[config.mk]
export PLATFORM = sky130hd
export DESIGN_NAME = led_controller
export DESIGN_NICKNAME = d
export VERILOG_FILES = /design/src/rtl/led_controller_pkg.sv /design/src/rtl/ws2812_tx.sv /design/src/rtl/led_controller.sv
export SDC_FILE = /design/constraint.sdc
export NUM_CORES = 1
export LEC_CHECK = 0
export ABC_AREA = 1
export BUFFER_PORTS_ARGS = -buffer_cell sky130_fd_sc_hd__buf_2
export CAP_MARGIN = 20
export CORE_ASPECT_RATIO = 1.2
export CORE_MARGIN = 2
export CORE_UTILIZATION = 35
export CTS_CLUSTER_SIZE = 10
export DETAILED_ROUTE_END_ITERATION = 10
export PLACE_DENSITY = 0.53
export SYNTH_ARGS = -nofsm -noshare
export SYNTH_HDL_FRONTEND = slang
export SYNTH_SLANG_ARGS = --single-unit
[constraint.sdc]
create_clock -name clk -period 5.5 [get_ports clk]
set_input_delay 0.275 -clock clk [delete_from_list [all_inputs] [get_ports clk]]
set_output_delay 0.275 -clock clk [all_outputs]
set_load 0.1 [all_outputs]
[src/rtl/led_controller_pkg.sv]
// Shared LED timing constants (25 MHz clock cycles) and state encodings for
// the I2C-to-WS2812 LED controller.
`timescale 1ns/1ps
package led_controller_pkg;

    localparam int unsigned T0H  = 10;
    localparam int unsigned T1H  = 20;
    localparam int unsigned TBIT = 31;
    localparam int unsigned TRES = 2000;

    typedef enum logic [2:0] {
        StIdle,
        StAddr,
        StAddrAck,
        StData,
        StDataAck,
        StIgnore
    } i2c_state_e;

    typedef enum logic [1:0] {
        StTxIdle,
        StTxBits,
        StTxReset
    } tx_state_e;

endpackage

[src/rtl/ws2812_tx.sv]
// WS2812 serializer: latches the byte buffer on start_i and sends it MSB first,
// byte 0 at the top of data_i, followed by a reset low period.
`timescale 1ns/1ps
module ws2812_tx #(
    parameter int unsigned NBYTES = 9,
    parameter int unsigned T0H    = led_controller_pkg::T0H,
    parameter int unsigned T1H    = led_controller_pkg::T1H,
    parameter int unsigned TBIT   = led_controller_pkg::TBIT,
    parameter int unsigned TRES   = led_controller_pkg::TRES
) (
    input  logic                clk,
    input  logic                reset,
    input  logic                start_i,
    input  logic [NBYTES*8-1:0] data_i,
    output logic                busy_o,
    output logic                led_o
);
    import led_controller_pkg::*;

    localparam int unsigned NBITS = NBYTES * 8;
    localparam int unsigned CntW  = $clog2(((TRES > TBIT) ? TRES : TBIT) + 1);
    localparam int unsigned BitW  = $clog2(NBITS + 1);

    tx_state_e        state_q;
    logic [NBITS-1:0] shreg_q;
    logic [BitW-1:0]  bits_left_q;
    logic [CntW-1:0]  cyc_q;
    logic [CntW-1:0]  high_cyc;
    logic             led_q;

    assign high_cyc = shreg_q[NBITS-1] ? CntW'(T1H) : CntW'(T0H);
    assign busy_o   = (state_q != StTxIdle);
    assign led_o    = led_q;

    always_ff @(posedge clk or posedge reset) begin
        if (reset) begin
            state_q     <= StTxIdle;
            shreg_q     <= '0;
            bits_left_q <= '0;
            cyc_q       <= '0;
            led_q       <= 1'b0;
        end else begin
            case (state_q)
                StTxIdle: begin
                    if (start_i) begin
                        shreg_q     <= data_i;
                        bits_left_q <= BitW'(NBITS);
                        cyc_q       <= '0;
                        led_q       <= 1'b1;
                        state_q     <= StTxBits;
                    end
                end
                StTxBits: begin
                    if (cyc_q == CntW'(TBIT - 1)) begin
                        cyc_q       <= '0;
                        bits_left_q <= bits_left_q - BitW'(1);
                        if (bits_left_q == BitW'(1)) begin
                            led_q   <= 1'b0;
                            state_q <= StTxReset;
                        end else begin
                            // Every bit opens with a high phase.
                            shreg_q <= shreg_q << 1;
                            led_q   <= 1'b1;
                        end
                    end else begin
                        cyc_q <= cyc_q + CntW'(1);
                        led_q <= ((cyc_q + CntW'(1)) < high_cyc);
                    end
                end
                StTxReset: begin
                    if (cyc_q == CntW'(TRES - 1)) begin
                        cyc_q   <= '0;
                        state_q <= StTxIdle;
                    end else begin
                        cyc_q <= cyc_q + CntW'(1);
                    end
                end
                default: state_q <= StTxIdle;
            endcase
        end
    end

endmodule

[src/rtl/led_controller.sv]
// Write-only I2C target that fills a shadow LED buffer and, on STOP, hands it
// to the WS2812 serializer.
`timescale 1ns/1ps
module led_controller #(
    parameter logic [6:0]  ADDRESS = 7'h4A,
    parameter int unsigned LED_CNT = 3,
    parameter int unsigned T0H     = led_controller_pkg::T0H,
    parameter int unsigned T1H     = led_controller_pkg::T1H,
    parameter int unsigned TBIT    = led_controller_pkg::TBIT,
    parameter int unsigned TRES    = led_controller_pkg::TRES
) (
    input  logic clk,
    input  logic reset,
    input  logic scl_i,
    output logic scl_o,
    input  logic sda_i,
    output logic sda_o,
    output logic led_o
);
    import led_controller_pkg::*;

    localparam int unsigned NBYTES = 3 * LED_CNT;
    localparam int unsigned PtrW   = (NBYTES > 1) ? $clog2(NBYTES) : 1;

    logic [1:0] scl_sync_q, sda_sync_q;
    logic       scl_prev_q, sda_prev_q;
    logic       scl_s, sda_s;
    logic       scl_rise, scl_fall, start_det, stop_det;

    i2c_state_e      state_q;
    logic [2:0]      bit_cnt_q;
    logic [6:0]      shift_q;
    logic [7:0]      rx_byte;
    logic [PtrW-1:0] ptr_q;
    logic            wrote_q;
    logic            sda_q;
    logic            req_q;
    logic [7:0]      shadow_q [NBYTES];

    logic [NBYTES*8-1:0] shadow_flat;
    logic                tx_busy, tx_start, frame_set;

    assign scl_s     = scl_sync_q[1];
    assign sda_s     = sda_sync_q[1];
    assign scl_rise  = scl_s & ~scl_prev_q;
    assign scl_fall  = ~scl_s & scl_prev_q;
    assign start_det = scl_s & scl_prev_q & sda_prev_q & ~sda_s;
    assign stop_det  = scl_s & scl_prev_q & ~sda_prev_q & sda_s;

    assign rx_byte   = {shift_q, sda_s};
    assign frame_set = stop_det & wrote_q;
    assign tx_start  = req_q & ~tx_busy;

    assign scl_o = 1'b1;
    assign sda_o = sda_q;

    // Bus idles high, so synchronizers reset to 1 to avoid a phantom edge.
    always_ff @(posedge clk or posedge reset) begin
        if (reset) begin
            scl_sync_q <= 2'b11;
            sda_sync_q <= 2'b11;
            scl_prev_q <= 1'b1;
            sda_prev_q <= 1'b1;
            req_q      <= 1'b0;
        end else begin
            scl_sync_q <= {scl_sync_q[0], scl_i};
            sda_sync_q <= {sda_sync_q[0], sda_i};
            scl_prev_q <= scl_s;
            sda_prev_q <= sda_s;
            req_q      <= (req_q | frame_set) & ~tx_start;
        end
    end

    always_ff @(posedge clk or posedge reset) begin
        if (reset) begin
            state_q   <= StIdle;
            bit_cnt_q <= '0;
            shift_q   <= '0;
            ptr_q     <= '0;
            wrote_q   <= 1'b0;
            sda_q     <= 1'b1;
            for (int i = 0; i < NBYTES; i++) begin
                shadow_q[i] <= '0;
            end
        end else if (start_det) begin
            state_q   <= StAddr;
            bit_cnt_q <= '0;
            ptr_q     <= '0;
            wrote_q   <= 1'b0;
            sda_q     <= 1'b1;
        end else if (stop_det) begin
            state_q <= StIdle;
            wrote_q <= 1'b0;
            sda_q   <= 1'b1;
        end else begin
            case (state_q)
                StAddr, StData: begin
                    if (scl_rise) begin
                        shift_q   <= rx_byte[6:0];
                        bit_cnt_q <= bit_cnt_q + 3'd1;
                        if (bit_cnt_q == 3'd7) begin
                            if (state_q == StAddr) begin
                                state_q <= (rx_byte == {ADDRESS, 1'b0}) ? StAddrAck : StIgnore;
                            end else begin
                                shadow_q[ptr_q] <= rx_byte;
                                ptr_q   <= (ptr_q == PtrW'(NBYTES - 1)) ? '0 : ptr_q + PtrW'(1);
                                wrote_q <= 1'b1;
                                state_q <= StDataAck;
                            end
                        end
                    end
                end
                StAddrAck, StDataAck: begin
                    // First falling edge pulls SDA low, the next one releases it.
                    if (scl_fall) begin
                        if (sda_q) begin
                            sda_q <= 1'b0;
                        end else begin
                            sda_q   <= 1'b1;
                            state_q <= StData;
                        end
                    end
                end
                default: ;
            endcase
        end
    end

    for (genvar i = 0; i < NBYTES; i++) begin : g_flat
        assign shadow_flat[(NBYTES-1-i)*8 +: 8] = shadow_q[i];
    end

    ws2812_tx #(
        .NBYTES (NBYTES),
        .T0H    (T0H),
        .T1H    (T1H),
        .TBIT   (TBIT),
        .TRES   (TRES)
    ) u_tx (
        .clk     (clk),
        .reset   (reset),
        .start_i (tx_start),
        .data_i  (shadow_flat),
        .busy_o  (tx_busy),
        .led_o   (led_o)
    );

endmodule

==> summary.txt, run 1 <==
Synthesis
  • Count leader, synth: nand2_1
  • Number of synthesized flops with an enable pin: 0
  • Sequential element share of the synthesized area: 0.5253
  • Synth top area share: 0.5051
  • Post-Syn Instances: 1122
  • Area leader, netlist: dfrtp_1
  • Top cells by count, synth: nand2_1 (514), dfrtp_1 (184), o21ai_0 (135)
  • Top FF cell, synth: dfrtp_1
  • Ranking of synthesized cells by area: dfrtp_1 (51%), nand2_1 (21%), o21ai_0 (7.4%), ha_1 (2.3%), o21ai_1 (2.1%)
  • FFs w/ async S/R, synth: 1.000
  • Avg Inst Size Synth: around 8 sq um
  • Yosys cell types: 36
  • Flops & latches, synth: 191
  • Syn nets: 1143
  • Synth Cell Area: 0.009115 sq mm
  • Ys Warns: 0

Final layout
  • Final Cell Area: 0.009873 sq mm
  • Final nets: 1117
  • Final std cells w/o fill: between 1000 and 1500
  • Layout cells sized above 1: 0.06312
  • Area grow syn2layout: 8.318%
  • Antenna cell count: 0

Routing
  • Via density: ~4.8
  • Drt first-iter violations: 555
  • DRC errors left: 0
  • Post-DRT Antenna Nets: 0
  • WL final: 20.93 mm
  • Avg WL per Cell: around 15 um
  • Via count: 6904
  • Drt first pass iters: 5

GRT
  • Aggregate global routing overflow: 0
  • Number of global-route vias before repair: 6847
  • Largest net degree at the start of global routing: 124
  • Total GRT Usage: 0.1633
  • First-pass GRT wire length: 35.00 mm
  • Antenna violations before repair: 0

Clocking
  • CTS Buffer Depth: 2
  • Total CTS buffers: 17
  • CTS tree: built
  • Sinks on Clock Net: 191
  • Reg clk slew, reported paths: 0.07 ns
  • Clk_lat worst skew: 0.44 ns
  • Clock Tree Root: clkbuf_16
  • Resized Gates After CTS: 0
  • H-tree depth: 4

Critical path
  • Reg-to-reg endpoint: u_tx.shreg_q[71]$_DFFE_PP0P_
  • Critical Path RT: between 5 and 6 ns
  • Reg2reg setup slack: 2.47 ns
  • Setup crit end kind: flop
  • CP arrival: 3.32 ns
  • Worst R2R Path Depth: 9
  • WS Path Type: flop to flop
  • Critical path peak fanout: 76
  • R2R Path Start: u_tx.cyc_q[0]$_DFFE_PP0P_
  • Crit start category: flop

Timing
  • Clock skew: 0.01078 ns
  • Unrepaired setup endpoints after global routing: false
  • Rel. slew slack: 0.3110
  • Hold slack: 0.01444 ns
  • Hold Vio Cnt, Final: 0
  • TNS Setup: 0 ns
  • Max Slew Vio Count: 0
  • Final setup violation count: 0
  • Final worst path period share: 0.5511
  • Slew @ Worst Pin: 1.033 ns
  • Max Freq: 329.9 MHz
  • Min Tclk post-route: 3.031 ns

Floorplan
  • Starting Density: 0.3568
  • DIE WIDTH: 151.3 um
  • CORE AREA: 0.02554 sq mm
  • Top Ports: 7
  • Die Area: around 0.027 sq mm
  • Die extent in y: 180.8 um
  • Row count: 64

Run status
  • Status: completed

Placement
  • Dpl cells: between 1000 and 1500
  • Port Buffers: 5
  • Post-DP Area: about 0.009 sq mm
  • Placed wire-length estimate: 12.23 mm
  • GPL Wtd Cong: 0.7586

Power
  • Power per cell area: 316.9 mW/mm^2
  • Peak VDD IR: 0.2560 mV
  • P_leak: 0.005067 uW
  • Overall Power: 3128 uW

Job
  • Max-cap viol count: 0

Min path
  • Min-delay worst type: primary input to async pin
## power by group
part / total (uW) / leakage (uW) / switching, uW / internal, uW
clock network: 1290 / 0.000297 / 560 / 729
registers: 1500 / 0.00263 / 38.0 / 1460
logic: 342 / 0.00214 / 279 / 63.7
total: 3130 / 0.00507 / 876 / 2250
## placed cells by master, fill, tap and decap left out, types with 2 or more instances in the layout
cell type / synthesis / routed
nand2_1: 514 / 514
nand4_4: 8 / 8
inv_1: 51 / 50
dlygate4sd3_1: 0 / 2
nor2_2: 2 / 2
nand3_1: 25 / 25
clkinv_4: 1 / 4
inv_6: 0 / 2
clkbuf_16: 0 / 17
nand2_2: 4 / 4
ha_1: 17 / 16
dfrtp_1: 184 / 184
o22ai_1: 6 / 6
nor3_1: 4 / 4
buf_2: 2 / 5
xor2_1: 7 / 7
nor2_1: 33 / 33
o21ai_1: 39 / 39
buf_4: 9 / 4
inv_2: 3 / 3
dfstp_2: 7 / 7
o21ai_0: 135 / 135
a21oi_1: 6 / 6
clkinv_2: 0 / 4
bufinv_16: 0 / 3
nand4_1: 8 / 8
## per-layer routing
metal  global-route usage  up-vias  share of wire
met4              0.04935        0          0.016
met3              0.02980       27          0.020
li1                     -     3535              -
met5                    0        -              0
met2               0.2807       59           0.49
met1               0.2075     3283           0.47
## final cells by class
type                            instances  area, sq um
Clock buffer                           19        442.9
Clock inverter                         13        161.4
Fill cell                            2650        15670
Inverter                               56        222.7
Multi-Input combinational cell        819         3770
Sequential cell                       191         4788
Tap cell                              330        412.9
Timing Repair Buffer                   11        75.07
## cell families (layout without fill, tap and decap cells)
kind of cell / count (synthesis) / after routing / share of synthesized area
AND/OR/NAND/NOR: 603 / 603 / 0.2755
AO/OA/AOI/OAI: 191 / 191 / 0.1073
flip-flops: 191 / 191 / 0.5253
buffers and inverters: 112 / 99 / 0.06136
adder cells (fa/ha/maj): 17 / 17 / 0.02334
XOR/XNOR: 7 / 7 / 0.006726
other: 1 / 1 / 0.0004114
## metrics by stage
stage               worst slack (ns)  utilization
floorplan                    0.03775            -
global placement               2.439       0.3621
detailed placement             2.467       0.3621
CTS                            2.436       0.3865
global route                   2.177       0.3865
finish                         2.469       0.3865
## worst max-delay path by stage
stage,start,end,depth (start not counted)
5_1_grt,u_tx.cyc_q[0]$_DFFE_PP0P_,u_tx.shreg_q[35]$_DFFE_PP0P_,10
4_1_cts,u_tx.cyc_q[0]$_DFFE_PP0P_,u_tx.shreg_q[70]$_DFFE_PP0P_,9
6_report,u_tx.cyc_q[0]$_DFFE_PP0P_,u_tx.shreg_q[71]$_DFFE_PP0P_,9
3_3_place_gp,u_tx.cyc_q[0]$_DFFE_PP0P_,u_tx.shreg_q[71]$_DFFE_PP0P_,9
3_5_place_dp,u_tx.cyc_q[0]$_DFFE_PP0P_,u_tx.shreg_q[71]$_DFFE_PP0P_,9
2_1_floorplan,reset,bit_cnt_q[0]$_DFFE_PP0P_,1
## critical path, stage by stage (launching register included)
cell and delay, ns:
dfrtp_1 0.42, inv_1 0.09, ha_1 0.15, nand2_1 0.05, nor2_1 0.11, nand4_1 0.23, nand2_2 0.17, nand2_4 0.42
nor2_8 0.95, o21ai_0 0.15
## what timing repair did
item,CTS,global route
buffers inserted,0,0
endpoints found under the setup margin,0,0
endpoints found under the hold margin,2,0
hold buffers,2,0
## flip-flops by register name, summed over array words and instances (netlist names)
signal            flops
shadow_flat          72
u_tx.shreg_q         72
u_tx.cyc_q           11
shift_q               7
u_tx.bits_left_q      7
ptr_q                 4
bit_cnt_q             3
state_q               3
scl_sync_q            2
sda_sync_q            2
u_tx.state_q          2
req_q                 1
scl_prev_q            1
sda_o                 1
sda_prev_q            1
u_tx.led_o            1
wrote_q               1
Note: power is estimated with default switching activity, not from simulation.
==> run 2: changes to the inputs <==
==> constraint.sdc (replaced) <==
create_clock -name clk -period 2.45 [get_ports clk]
set_input_delay 0.1225 -clock clk [delete_from_list [all_inputs] [get_ports clk]]
set_output_delay 0.1225 -clock clk [all_outputs]
set_load 0.1 [all_outputs]
==> run 2 against run 1 <==
Compared with the run above: combinational power rose by 130%; global-route usage rose by 0.41 points; largest power group unchanged; routed wire length rose by 0.28%; register-to-register slack got worse by 2.2 ns; total power rose by 120%; largest cell class unchanged; worst setup slack got worse by 2.2 ns; clock power rose by 110%.
==> summary.txt, run 2 (synthesized netlist as in run 1, its figures left out) <==
Placement
  • Pre-CTS WS: 0.2508 ns (was 2.467 ns)
  • Dpl cells: 1422 (was 1405)
  • Placed wire-length estimate: 12.63 mm (was 12.23 mm)
  • GPL Wtd Cong: 0.7779 (was 0.7586)
  • Port Buffers: 5 (unchanged)

Routing
  • Avg WL per Cell: 14.41 um (was 14.54 um)
  • Via density: 4.872 (was 4.798)
  • WL final: 20.99 mm (was 20.93 mm)
  • Drt first-iter violations: 603 (was 555)
  • Post-DRT Antenna Nets: 0 (unchanged)
  • DRC errors left: 0 (unchanged)
  • Via count: 7094 (was 6904)
  • Drt first pass iters: 5 (unchanged)

Clocking
  • Total CTS buffers: 17 (unchanged)
  • Reg clk slew, reported paths: 0.07 ns (about the same)
  • CTS tree: built (unchanged)
  • H-tree depth: 4 (unchanged)
  • Sinks on Clock Net: 191 (unchanged)
  • Clock Tree Root: clkbuf_16 (unchanged)
  • Clk_lat worst skew: 0.43 ns (was 0.44 ns)
  • CTS Buffer Depth: 2 (unchanged)

Timing
  • Max Slew Vio Count: 0 (unchanged)
  • Worst setup margin: 0.2362 ns (was 2.469 ns)
  • Max Freq: 451.7 MHz (was 329.9 MHz)
  • TNS Setup: 0 ns (unchanged)
  • Final worst path period share: 0.9036 (was 0.5511)
  • Slew @ Worst Pin: 0.6761 ns (was 1.033 ns)
  • Final setup violation count: 0 (unchanged)
  • Rel. slew slack: 0.5493 (was 0.3110)
  • Clock skew: 0.009103 ns (was 0.01078 ns)
  • Min Tclk post-route: 2.214 ns (was 3.031 ns)
  • Unrepaired setup endpoints after global routing: false (unchanged)
  • Hold Vio Cnt, Final: 0 (unchanged)

Critical path
  • WS Path Type: flop to flop (unchanged)
  • Crit start category: flop (unchanged)
  • Critical path peak fanout: 49 (was 76)
  • CP arrival: 2.58 ns (was 3.32 ns)
  • Worst R2R Path Depth: 10 (was 9)
  • Reg2reg setup slack: 0.24 ns (was 2.47 ns)
  • Reg-to-reg endpoint: u_tx.shreg_q[64]$_DFFE_PP0P_ (was u_tx.shreg_q[71]$_DFFE_PP0P_)
  • Setup crit end kind: flop (unchanged)
  • Critical Path RT: 2.82 ns (was 5.79 ns)
  • R2R Path Start: u_tx.state_q[0]$_DFFE_PP0P_ (was u_tx.cyc_q[0]$_DFFE_PP0P_)

Final layout
  • Final nets: 1135 (was 1117)
  • Multi-input gate area: 0.003770 sq mm (unchanged)
  • Most frequent cells in the layout: nand2_1 (514), dfrtp_1 (184), o21ai_0 (135) (unchanged)
  • FF/Latch Area: 0.004788 sq mm (unchanged)
  • Area grow syn2layout: 9.924% (was 8.318%)
  • # fillers: 2617 (was 2650)
  • Final std cells w/o fill: 1456 (was 1439)
  • Commonest non-fill, non-tap cell in the layout: nand2_1 (unchanged)
  • Final core utilization: 0.3922 (was 0.3865)
  • Antenna cell count: 0 (unchanged)
  • Layout cells sized above 1: 0.07638 (was 0.06312)

Power
  • Sw Share: 0.2760 (was 0.2801)
  • Clock power share: 0.397 (was 0.412)
  • Peak VDD IR: 0.5031 mV (was 0.2560 mV)
  • P_leak: 0.005141 uW (was 0.005067 uW)
  • Internal: 5001 uW (was 2252 uW)
  • Sequential fraction of design power: 0.487 (was 0.479)
  • Power per cell area: 689.3 mW/mm^2 (was 316.9 mW/mm^2)
  • Comb power frac: 0.116 (was 0.109)
  • NetSw: 1906 uW (was 876.3 uW)

Run status
  • Status: completed (unchanged)

Floorplan
  • Die Area: 0.02735 sq mm (unchanged)
  • Die extent in y: 180.8 um (unchanged)
  • Starting Density: 0.3568 (unchanged)
  • CORE AREA: 0.02554 sq mm (unchanged)
  • Top Ports: 7 (unchanged)
  • DIE WIDTH: 151.3 um (unchanged)
  • Row count: 64 (unchanged)

GRT
  • Number of global-route vias before repair: 7090 (was 6847)
  • First-pass GRT wire length: 36.41 mm (was 35.00 mm)
  • Antenna violations before repair: 0 (unchanged)
  • Aggregate global routing overflow: 0 (unchanged)
  • Largest net degree at the start of global routing: 83 (was 124)
  • Total GRT Usage: 0.1674 (was 0.1633)

Min path
  • Min-delay worst type: primary input to async pin (unchanged)

Job
  • Max-cap viol count: 0 (unchanged)
==> run 2: changes by cell type in the layout (fill, tap and decap cells not counted) <==
cell | previous run | this run
buf_4 | 4 | 18
clkbuf_8 | 1 | 5
buf_12 | 0 | 3
bufinv_16 | 3 | 1
clkinv_2 | 4 | 2
clkinvlp_4 | 1 | 3
inv_6 | 2 | 0
dlygate4sd3_1 | 2 | 3
inv_8 | 1 | 0
==> run 2: through the flow <==
stage	power, uW	instance area, sq um	hold slack [ns]
5_1_grt	7236	10020	0.3083
3_5_place_dp	4246	9410	0.2109
6_report	6907	10020	0.2911
4_1_cts	7017	10020	0.2850
3_3_place_gp	4233	9410	0.2076
2_1_floorplan	3908	9119	0.1270
==> run 2: timing repair <==
item,in CTS,in global routing
hold buffers,3,0
resized for setup,0,0
hold endpoints to repair,21,0
setup buffers,0,0
==> run 2: area by class of cell <==
cell class,count,share of cell area
tap,330,0.04121
clock buffer,23,0.04970
inverter,56,0.02185
multi-input combinational,819,0.3762
clock inverter,8,0.008117
sequential,191,0.4779
timing repair buffer,29,0.02498
==> run 2: worst max path at each step <==
stage	start	slack, ns	end
after floorplan	reset	-0.13	bit_cnt_q[0]$_DFFE_PP0P_
after global placement	u_tx.state_q[0]$_DFFE_PP0P_	0.38	u_tx.shreg_q[17]$_DFFE_PP0P_
after detailed placement	u_tx.state_q[0]$_DFFE_PP0P_	0.25	u_tx.shreg_q[44]$_DFFE_PP0P_
after CTS	u_tx.state_q[0]$_DFFE_PP0P_	0.23	u_tx.shreg_q[44]$_DFFE_PP0P_
after global routing	u_tx.state_q[0]$_DFFE_PP0P_	0.002	u_tx.shreg_q[50]$_DFFE_PP0P_
final	u_tx.state_q[0]$_DFFE_PP0P_	0.24	u_tx.shreg_q[64]$_DFFE_PP0P_
==> run 2: critical path: stages (launching register included) <==
cell and delay [ns]:
dfrtp_1 0.41, inv_1 0.08, ha_1 0.23, nand2_1 0.07
inv_1 0.05, a21oi_1 0.28, inv_1 0.13, nand2_4 0.15
buf_4 0.48, o21ai_0 0.16, nand2_1 0.09
==> run 2: per-layer routing <==
| metal | routed length (um) | global-route usage | share of wire |
|---|---|---|---|
| met1 | 9861 | 0.2158 | 0.47 |
| met2 | 10340 | 0.2878 | 0.49 |
| met3 | 458 | 0.02626 | 0.022 |
| met4 | 324 | 0.05009 | 0.015 |
| met5 | 0 | 0 | 0 |
==> run 2: power by group through the flow <==
| stage | combinational, uW | sequential [uW] | clock, uW |
|---|---|---|---|
| final | 800 | 3360 | 2740 |
| after global routing | 897 | 3380 | 2960 |
| after CTS | 829 | 3360 | 2830 |
| after detailed placement | 824 | 3420 | 0 |
| after global placement | 814 | 3420 | 0 |
| after floorplan | 459 | 3450 | 0 |
==> run 3: changes to the inputs <==
--- a/config.mk
+++ b/config.mk
@@ -5,7 +5,6 @@
 export SDC_FILE = /design/constraint.sdc
 export NUM_CORES = 1
 export LEC_CHECK = 0
-export ABC_AREA = 1
 export BUFFER_PORTS_ARGS = -buffer_cell sky130_fd_sc_hd__buf_2
 export CAP_MARGIN = 20
 export CORE_ASPECT_RATIO = 1.2
@@ -13,6 +12,7 @@
 export CORE_UTILIZATION = 35
 export CTS_CLUSTER_SIZE = 10
 export DETAILED_ROUTE_END_ITERATION = 10
+export GPL_ROUTABILITY_DRIVEN = 1
 export PLACE_DENSITY = 0.53
 export SYNTH_ARGS = -nofsm -noshare
 export SYNTH_HDL_FRONTEND = slang
==> run 3 against run 2 <==
Compared with the run above: routed wire length is 12% lower; synthesized area is 2.1% higher; synthesized cell count is 39% lower; critical path type unchanged; largest power group unchanged; highest routed layer unchanged.
==> summary.txt, run 3 <==
Timing
  • Max Freq: 416.7 MHz (was 451.7 MHz)
  • Final worst path period share: 0.9796 (was 0.9036)
  • Unrepaired setup endpoints after global routing: true (was false)
  • Rel. slew slack: 0.4652 (was 0.5493)
  • Hold slack: 0.3228 ns (was 0.2911 ns)
  • Slew @ Worst Pin: 0.7948 ns (was 0.6761 ns)
  • Worst setup margin: 0.04998 ns (was 0.2362 ns)
  • Final setup violation count: 0 (unchanged)
  • Clock skew: 0.01604 ns (was 0.009103 ns)
  • Min Tclk post-route: 2.400 ns (was 2.214 ns)
  • Max Slew Vio Count: 0 (unchanged)
  • Hold Vio Cnt, Final: 0 (unchanged)

Floorplan
  • CORE AREA: 0.02619 sq mm (was 0.02554 sq mm)
  • Die extent in y: 182.7 um (was 180.8 um)
  • Die Area: 0.02792 sq mm (was 0.02735 sq mm)
  • DIE WIDTH: 152.9 um (was 151.3 um)
  • Starting Density: 0.3555 (was 0.3568)
  • Top Ports: 7 (unchanged)
  • Row count: 65 (was 64)

Synthesis
  • FFs w/ async S/R, synth: 1.000 (unchanged)
  • Avg Inst Size Synth: 13.69 sq um (was 8.124 sq um)
  • Number of synthesized flops with an enable pin: 0 (unchanged)
  • Ys Warns: 0 (unchanged)
  • Ranking of synthesized cells by area: dfrtp_1 (49%), mux2_2 (19%), mux2_4 (11%), ha_1 (2.3%), dfstp_2 (2.0%) (was dfrtp_1 (51%), nand2_1 (21%), o21ai_0 (7.4%), ha_1 (2.3%), o21ai_1 (2.1%))
  • Top FF cell, synth: dfrtp_1 (unchanged)
  • Synth Cell Area: 0.009309 sq mm (was 0.009115 sq mm)
  • Post-Syn Instances: 680 (was 1122)
  • Flops & latches, synth: 191 (unchanged)
  • Synth top area share: 0.4946 (was 0.5051)
  • Yosys cell types: 59 (was 36)
  • Count leader, synth: dfrtp_1 (was nand2_1)
  • Syn nets: 701 (was 1143)
  • Area leader, netlist: dfrtp_1 (unchanged)
  • Top cells by count, synth: dfrtp_1 (184), mux2_2 (153), mux2_4 (68) (was nand2_1 (514), dfrtp_1 (184), o21ai_0 (135))
  • Sequential element share of the synthesized area: 0.5144 (was 0.5253)

Placement
  • GPL Wtd Cong: 0.7550 (was 0.7779)
  • Pre-CTS WS: -0.005373 ns (was 0.2508 ns)
  • Port Buffers: 5 (unchanged)
  • Dpl cells: 1028 (was 1422)
  • Post-DP Area: 0.009941 sq mm (was 0.009410 sq mm)
  • Placed wire-length estimate: 12.03 mm (was 12.63 mm)

Routing
  • Via density: 5.045 (was 4.872)
  • DRC errors left: 0 (unchanged)
  • Drt first-iter violations: 151 (was 603)
  • WL final: 18.48 mm (was 20.99 mm)
  • Via count: 5393 (was 7094)
  • Avg WL per Cell: 17.29 um (was 14.41 um)
  • Post-DRT Antenna Nets: 0 (unchanged)
  • Drt first pass iters: 4 (was 5)

Clocking
  • Reg clk slew, reported paths: 0.08 ns (was 0.07 ns)
  • Clk_lat worst skew: 0.43 ns (about the same)
  • Sinks on Clock Net: 191 (unchanged)
  • Clock Tree Root: clkbuf_16 (unchanged)
  • CTS Buffer Depth: 2 (unchanged)
  • Total CTS buffers: 17 (unchanged)
  • H-tree depth: 4 (unchanged)
  • CTS tree: built (unchanged)

Final layout
  • Most frequent cells in the layout: dfrtp_1 (184), mux2_2 (151), mux2_4 (70) (was nand2_1 (514), dfrtp_1 (184), o21ai_0 (135))
  • Antenna cell count: 0 (unchanged)
  • Final std cells w/o fill: 1069 (was 1456)
  • Final Cell Area: 0.01074 sq mm (was 0.01002 sq mm)
  • Final nets: 742 (was 1135)
  • Commonest non-fill, non-tap cell in the layout: dfrtp_1 (was nand2_1)
  • Layout cells sized above 1: 0.4632 (was 0.07638)
  • Area grow syn2layout: 15.35% (was 9.924%)

Run status
  • Status: completed (unchanged)

Power
  • Peak VDD IR: 0.3977 mV (was 0.5031 mV)
  • P_leak: 0.005058 uW (was 0.005141 uW)
  • Power per cell area: 671.3 mW/mm^2 (was 689.3 mW/mm^2)

GRT
  • Aggregate global routing overflow: 0 (unchanged)
  • Largest net degree at the start of global routing: 72 (was 83)
  • First-pass GRT wire length: 31.48 mm (was 36.41 mm)
  • Antenna violations before repair: 0 (unchanged)
  • Total GRT Usage: 0.1403 (was 0.1674)
  • Number of global-route vias before repair: 5933 (was 7090)

Critical path
  • Setup crit end kind: flop (unchanged)
  • Critical path peak fanout: 7 (was 49)
  • Critical Path RT: 2.76 ns (was 2.82 ns)
  • Crit start category: flop (unchanged)
  • CP arrival: 2.71 ns (was 2.58 ns)
  • WS Path Type: flop to flop (unchanged)

Job
  • Max-cap viol count: 0 (unchanged)

Min path
  • Min-delay worst type: primary input to async pin (unchanged)
==> run 3: critical path: stages, from the launching register on <==
cell	delay, ns
dfrtp_1	0.39
inv_2	0.07
ha_4	0.12
or4b_4	0.47
nor4_4	0.19
o21ai_2	0.12
a21boi_4	0.19
buf_12	0.18
buf_12	0.11
buf_16	0.13
mux2_4	0.30
==> run 3: power breakdown <==
group	internal [uW]	switching [uW]
clock	1580	1310
combinational	337	622
sequential	3260	99.5
==> run 3: worst paths after layout <==
kind                                                start                           end  slack (ns)  cells after the start
worst min register to register    sda_sync_q[0]$_DFF_PP1_       sda_sync_q[1]$_DFF_PP1_        0.36                      0
worst max register to register  u_tx.cyc_q[0]$_DFFE_PP0P_  u_tx.shreg_q[15]$_DFFE_PP0P_        0.05                     10
worst min-delay path                                reset   shadow_flat[59]$_DFFE_PP0P_        0.32                      3
min in group clk                                    sda_i       sda_sync_q[0]$_DFF_PP1_        0.33                      2
worst max-delay path            u_tx.cyc_q[0]$_DFFE_PP0P_  u_tx.shreg_q[15]$_DFFE_PP0P_        0.05                     10
max in group asynchronous                           reset          sda_prev_q$_DFF_PP1_        1.27                      5
==> run 3: cell type report <==
type / count / area [sq um]
clock buffers: 18 / 439.2
inverters: 14 / 56.30
repair buffers: 59 / 625.6
well taps: 335 / 419.2
clock inverters: 14 / 170.2
fillers: 2428 / 15450
multi-input cells: 438 / 4239
flip-flops and latches: 191 / 4788
==> run 3: metal layers <==
metal,track usage,up-vias,part of all wire
li1,-,2506,-
met1,0.1800,2807,0.46
met2,0.2423,57,0.51
met3,0.02019,23,0.017
met4,0.05000,0,0.017
met5,0,-,0
==> run 3: metrics by stage <==
stage | TNS [ns] | total power, uW | utilization
after floorplan | -23.78 | 3955 | -
after global placement | 0 | 4342 | 0.3796
after detailed placement | -0.01218 | 4367 | 0.3796
after CTS | 0 | 7302 | 0.4069
after global routing | -0.5748 | 7513 | 0.4100
final | 0 | 7208 | 0.4100
==> run 3: logic make-up after synthesis <==
kind of cell | Yosys count | synth area share
flops | 191 | 0.5144
mux | 229 | 0.3034
compound gates | 56 | 0.04194
simple gates | 126 | 0.07218
fa+ha+maj | 17 | 0.02285
buf+inv | 51 | 0.03642
other cells | 1 | 0.0004028
xor+xnor | 9 | 0.008468
==> run 3: timing repair <==
action	4_1_cts	5_1_grt
resized for setup	2	15
pin swaps	2	0
setup buffers	1	3
endpoints found under the setup margin	29	57
hold buffers	3	0
gates cloned	2	0
endpoints found under the hold margin	25	0
